File: src/rtl/cdc_stream_arbiter_if.sv
// Stream bundle for cdc_stream_arbiter: NumIn requester channels in, one
// tagged channel out toward the CDC source port.
//   slave  : the arbiter's view (consumes requests, drives the output beat)
//   master : the environment's view (drives requests, accepts the output beat)
interface cdc_stream_arbiter_if #(
    parameter int NumIn     = 4,
    parameter int DataWidth = 32
);
    localparam int IdxWidth = (NumIn > 1) ? $clog2(NumIn) : 1;

    logic [NumIn*DataWidth-1:0] inp_data_i;
    logic [NumIn-1:0]           inp_valid_i;
    logic [NumIn-1:0]           inp_ready_o;
    logic [DataWidth-1:0]       oup_data_o;
    logic [IdxWidth-1:0]        oup_idx_o;
    logic                       oup_valid_o;
    logic                       oup_ready_i;

    modport slave (
        input  inp_data_i, inp_valid_i, oup_ready_i,
        output inp_ready_o, oup_data_o, oup_idx_o, oup_valid_o
    );

    modport master (
        output inp_data_i, inp_valid_i, oup_ready_i,
        input  inp_ready_o, oup_data_o, oup_idx_o, oup_valid_o
    );
endinterface

File: src/rtl/cdc_stream_arbiter.sv
// Round-robin arbiter sharing one registered valid/ready channel (normally a
// 2-phase CDC source port) between NumIn requesters. The output beat is held
// bit-stable until accepted and carries the index of the granted requester.
// Optional macro CDC_ARB_HIPRIO_EN adds parameter HiPrioIdx: that requester
// wins every load it is valid for, without advancing the round-robin pointer.
module cdc_stream_arbiter #(
    parameter int NumIn     = 4,
    parameter int DataWidth = 32
`ifdef CDC_ARB_HIPRIO_EN
    ,
    parameter int HiPrioIdx = 0
`endif
) (
    input  logic                 clk_i,
    input  logic                 rst_ni,
    cdc_stream_arbiter_if.slave  bus
);
    localparam int IdxWidth = (NumIn > 1) ? $clog2(NumIn) : 1;

    typedef enum logic {EMPTY = 1'b0, FULL = 1'b1} state_t;

    state_t                state_reg, state_next;
    logic [DataWidth-1:0]  data_reg, data_next;
    logic [IdxWidth-1:0]   idx_reg, idx_next;
    logic [IdxWidth-1:0]   rr_reg, rr_next;

    logic [DataWidth-1:0]  in_data [NumIn];
    logic [NumIn-1:0]      grant;
    logic [IdxWidth-1:0]   winner;
    logic                  prio_hit;
    logic                  found;
    int                    cand;
    logic                  any_valid;
    logic                  load_en;
    logic                  load;

    // Unpack the flat payload bus into one slice per requester.
    genvar gi;
    generate
        for (gi = 0; gi < NumIn; gi++) begin : g_unpack
            assign in_data[gi] = bus.inp_data_i[gi*DataWidth +: DataWidth];
        end
    endgenerate

    assign any_valid = |bus.inp_valid_i;
    // The register can take a new beat when empty or when its beat drains now.
    assign load_en   = (state_reg == EMPTY) || bus.oup_ready_i;
    assign load      = load_en && any_valid;

    // Winner search: first valid requester at or above rr_reg, wrapping modulo NumIn.
    always_comb begin
        winner   = rr_reg;
        prio_hit = 1'b0;
        found    = 1'b0;
        cand     = 0;
        for (int k = 0; k < NumIn; k++) begin
            cand = int'(rr_reg) + k;
            if (cand >= NumIn) begin
                cand = cand - NumIn;
            end
            if (!found && bus.inp_valid_i[cand]) begin
                found  = 1'b1;
                winner = IdxWidth'(cand);
            end
        end
`ifdef CDC_ARB_HIPRIO_EN
        if (bus.inp_valid_i[HiPrioIdx]) begin
            winner   = IdxWidth'(HiPrioIdx);
            prio_hit = 1'b1;
        end
`endif
    end

    // One-hot grant decode of the winner.
    generate
        for (gi = 0; gi < NumIn; gi++) begin : g_grant
            assign grant[gi] = any_valid && (winner == IdxWidth'(gi));
        end
    endgenerate

    // Acknowledge only while running; a held reset must never produce a handshake.
    assign bus.inp_ready_o = grant & {NumIn{load_en && rst_ni}};

    // Output-register state: EMPTY/FULL.
    always_ff @(posedge clk_i or negedge rst_ni) begin
        if (!rst_ni) begin
            state_reg <= EMPTY;
        end else begin
            state_reg <= state_next;
        end
    end

    // Next state: on any load opportunity the register refills or drains to EMPTY.
    always_comb begin
        state_next = state_reg;
        if (load_en) begin
            state_next = any_valid ? FULL : EMPTY;
        end
    end

    // Datapath next values: capture winner on a load; otherwise hold bit-stable.
    always_comb begin
        data_next = data_reg;
        idx_next  = idx_reg;
        rr_next   = rr_reg;
        if (load) begin
            data_next = in_data[winner];
            idx_next  = winner;
            if (!prio_hit) begin
                rr_next = (int'(winner) == NumIn - 1) ? '0 : winner + IdxWidth'(1);
            end
        end
    end

    // Payload, tag and round-robin pointer registers.
    always_ff @(posedge clk_i or negedge rst_ni) begin
        if (!rst_ni) begin
            data_reg <= '0;
            idx_reg  <= '0;
            rr_reg   <= '0;
        end else begin
            data_reg <= data_next;
            idx_reg  <= idx_next;
            rr_reg   <= rr_next;
        end
    end

    // Outputs come straight from registers so they stay stable toward the CDC.
    always_comb begin
        bus.oup_valid_o = (state_reg == FULL);
        bus.oup_data_o  = data_reg;
        bus.oup_idx_o   = idx_reg;
    end
endmodule

File: src/flat_wrapper.sv
// flat-port wrapper written by rule: the top's interface ports become plain ports
module cdc_stream_arbiter_flat 
#(
    parameter int NumIn     = 4,
    parameter int DataWidth = 32

)
  (clk_i, rst_ni, bus_inp_data_i, bus_inp_valid_i, bus_oup_ready_i, bus_inp_ready_o, bus_oup_data_o, bus_oup_idx_o, bus_oup_valid_o);
  cdc_stream_arbiter_if #(.NumIn(NumIn), .DataWidth(DataWidth)) bus_i ();
  input  logic clk_i;
  input  logic rst_ni;
  input wire logic [$bits(bus_i.inp_data_i)-1:0] bus_inp_data_i;
  input wire logic [$bits(bus_i.inp_valid_i)-1:0] bus_inp_valid_i;
  input wire logic [$bits(bus_i.oup_ready_i)-1:0] bus_oup_ready_i;
  output wire logic [$bits(bus_i.inp_ready_o)-1:0] bus_inp_ready_o;
  output wire logic [$bits(bus_i.oup_data_o)-1:0] bus_oup_data_o;
  output wire logic [$bits(bus_i.oup_idx_o)-1:0] bus_oup_idx_o;
  output wire logic [$bits(bus_i.oup_valid_o)-1:0] bus_oup_valid_o;
  assign bus_i.inp_data_i = bus_inp_data_i;
  assign bus_i.inp_valid_i = bus_inp_valid_i;
  assign bus_i.oup_ready_i = bus_oup_ready_i;
  assign bus_inp_ready_o = bus_i.inp_ready_o;
  assign bus_oup_data_o = bus_i.oup_data_o;
  assign bus_oup_idx_o = bus_i.oup_idx_o;
  assign bus_oup_valid_o = bus_i.oup_valid_o;
  cdc_stream_arbiter #(.NumIn(NumIn), .DataWidth(DataWidth)) u_core (.clk_i(clk_i), .rst_ni(rst_ni), .bus(bus_i));
endmodule
File: config.mk
export PLATFORM = sky130hd
export DESIGN_NAME = cdc_stream_arbiter_flat
export DESIGN_NICKNAME = d
export VERILOG_FILES = /design/src/rtl/cdc_stream_arbiter_if.sv /design/src/rtl/cdc_stream_arbiter.sv /design/src/flat_wrapper.sv
export SDC_FILE = /design/constraint.sdc
export NUM_CORES = 1
export LEC_CHECK = 0
export ABC_CLOCK_PERIOD_IN_PS = 6200
export CAP_MARGIN = 15
export CORE_AREA = 2 2 88 90
export DETAILED_ROUTE_END_ITERATION = 8
export DIE_AREA = 0 0 90 92
export PLACE_DENSITY_LB_ADDON = 0.12
export SETUP_SLACK_MARGIN = 0.2
export SLEW_MARGIN = 10
export SYNTH_ARGS = -nofsm -noshare
export SYNTH_HDL_FRONTEND = slang
export SYNTH_SLANG_ARGS = --single-unit
export TNS_END_PERCENT = 20
File: constraint.sdc
create_clock -name clk_i -period 6.2 [get_ports clk_i]
set_input_delay 0.93 -clock clk_i [delete_from_list [all_inputs] [get_ports clk_i]]
set_output_delay 0.93 -clock clk_i [all_outputs]
set_load 0.1 [all_outputs]
==> flow_summary.toml <==
[run_status]
outcome = "finished, final reports clean"

[logic_synthesis]
synth_edf_count = 0
netlist-cell-type-count = 27
yosysTopAreaCell = "dfrtp_1"
synth-seq-cells = 37
synth_top_area_share_pct = 37.2
synth_xor_area_share_pct = 0
synth_mux_area_share_pct = 12.9
synthFlopType = "dfrtp_1"
syn_avg_cell_area_sq_um = 9.50
synth_seq_area_share_pct = 37.2
yosys_warnings = 0
synth_top_family_by_area = "compound AO/OA/AOI/OAI gates"
syn_inst = 262
synthTopCellsByCount = "dfrtp_1 (37), and3_1 (33), nor2_1 (33)"
synth_async_sr_flop_share_pct = 100
synth_adder_area_share_pct = 0.503
post-synth-top-count-cell = "dfrtp_1"
synth_compound_area_share_pct = 26.3
syn_nets = 398
synthTopCellsByArea = "dfrtp_1 (37%), mux2i_1 (13%), a211oi_1 (9.7%), and3_1 (8.3%), a2111oi_0 (8.1%)"
synth-simple-area-share_pct = 17.6
netlist_area_sq_mm = 0.00249

[detailed_routing]
ant_nets = 0
wire_per_inst_um = 17.1
detail_route.first_pass.iterations = 4
routed_via_density = 5.32
drt_iter0_drc = 140
route.detailed.drc = 0
drt-total-wl_um = 8920
vias = 2777

[clock_tree]
clk_path_buf_depth = 2
cts_tree = "done"
root_buffer = "clkbuf_8"
htree_levels = 2
postCtsHoldBufs = 0
clock_sinks = 37
clk_latency_ps = 290
cts_buffers = 5
clkSlewWorstSetupHoldPaths_ps = 80
cts_setup_buffers = 0
cts_resized = 0

[global_route]
grt_max_degree = 68
grt_pass1_vias = 2820
grt_use_total_pct = 21.4
grt_overflow = 0
grt_pass1_wl_um = 14300
antenna_found_initial = 0

[pwr]
powerDensity_mw_per_mm2 = 509
p_leak_nw = 1.80
irDropWorstVdd_mv = 0.271

[sta]
post-route-worst-setup-slack_ps = 1410
fin_crit_sh_pct = 77.3
hold_viol = 0
rsz0062_at_grt = "no"
layout_min_cycle_time_ps = 4790
setup_tns_ps = 0
fin_hold_ws_ps = 484
setup_viol = 0
maxSlewViolCount = 0
skew_ps = 9.66
max_freq_ghz = 0.209
maxSlewHeadroom_pct = 23.4
tightest_slew_ps = 1150

[worst_setup_path]
cp_max_fo = 67
critical_path.top_delay_family = "buffers and inverters"
crit_chain = "clkdlybuf4s50_1 -> nor2b_1 -> o21ai_2 -> nand2_4 -> buf_4 -> inv_1 -> ha_1 -> and3_1 -> buf_4"
endpoint_kind = "primary output"
cp.arrival_ps = 3860
cp_common_cell = "buf_4"
rrSetupSlack_ps = 3290
max_stage_delay_ps = 890
cpMaxStageDelayCell = "o21ai_2"
critPathKind = "in2out"
cp-start-kind = "input port"
critPathBufInv = 4
critPathRequiredTime_ps = 5270

[placement]
dp_slack_ps = 1410
gp_congestion = 0.817
numPortBuffers = 173
postPlaceCellArea_sq_mm = 0.00429
detailed_place_hpwl_um = 6260

[finish]
areaGrowthSynthToFinish_pct = 76.4
final_nets = 556
finish.instance_area_sq_mm = 0.00439
fin_util_pct = 58.9
antenna_cells = 0
layout-drive-gt1-share_pct = 7.62
largest_reg_flops = 32

[die]
start_util_pct = 33.4
die_w_um = 90
die_y_um = 92
std_cell_rows = 32
die_area_sq_mm = 0.00828
core_sq_mm = 0.00745
num_io_pins = 174

[run]
drv_cap = 0

[hold_path]
hp-class = "reg2reg"
routing by layer:
layer	track usage [%]	up-vias	routed length (um)
met1	27.8	1293	3850
li1	-	1332	-
met2	35.4	138	4260
met5	0	-	0
met3	5.75	14	675
met4	5.77	0	133
cells in the final DEF (no fill, tap or decap), types with 2 or more instances in the layout:
master           count
inv_1                2
nor3_1               4
o21ai_0              2
nand2_1             10
a2111oi_2           10
buf_4                9
dfrtp_1             37
and3_1              33
clkbuf_8             5
mux2i_1             32
a2111oi_0           23
nor2b_1              4
clkdlybuf4s50_1    169
a21o_1               2
nor2_1              33
a211oi_1            32
cell type report:
cell class	count	area, sq um
fillers	668	3060
repair buffers	179	1760
multi-input cells	195	1460
flip-flops and latches	37	926
well taps	102	128
clock buffers	5	68.8
clock inverters	2	35.0
inverters	2	7.51
per-stage QoR:
step	cells	total power, W
6_report	522	0.00223
5_1_grt	522	0.00234
4_1_cts	522	0.00225
3_5_place_dp	515	0.00204
3_3_place_gp	515	0.00202
2_1_floorplan	262	0.00161
power breakdown:
part | total [W] | switching [W] | internal [W]
Sequential | 0.000421 | 0.0000672 | 0.000353
Clock | 0.000204 | 0.0000867 | 0.000117
Combinational | 0.00161 | 0.00117 | 0.000438
Total | 0.00223 | 0.00133 | 0.000908
tightest hold or removal path: stages (launching register included):
cell and delay (ps):
dfrtp_1 350, nand2_1 40, o21ai_0 60
worst paths after layout:
path | startpoint | endpoint | cells after the start
worst min-delay path | u_core.bus.oup_idx_o[0] | u_core.bus.oup_idx_o[0] | 2
max in group asynchronous | rst_ni | u_core.bus.oup_data_o[18] | 1
worst max-delay path | bus_inp_valid_i[3] | bus_inp_ready_o[3] | 9
min in group asynchronous | rst_ni | u_core.bus.oup_valid_o | 1
worst max register to register | u_core.rr_reg[0] | u_core.bus.oup_data_o[10] | 7
worst min register to register | u_core.bus.oup_idx_o[0] | u_core.bus.oup_idx_o[0] | 2
kinds of logic (layout without fill, tap and decap cells):
kind of cell / count (synthesis) / count (layout)
adder cells (fa/ha/maj): 1 / 1
AND/OR/NAND/NOR: 88 / 88
AO/OA/AOI/OAI: 74 / 74
flip-flops: 37 / 37
multiplexers: 32 / 32
buffers and inverters: 30 / 188
(Power assumes the default switching activity.)
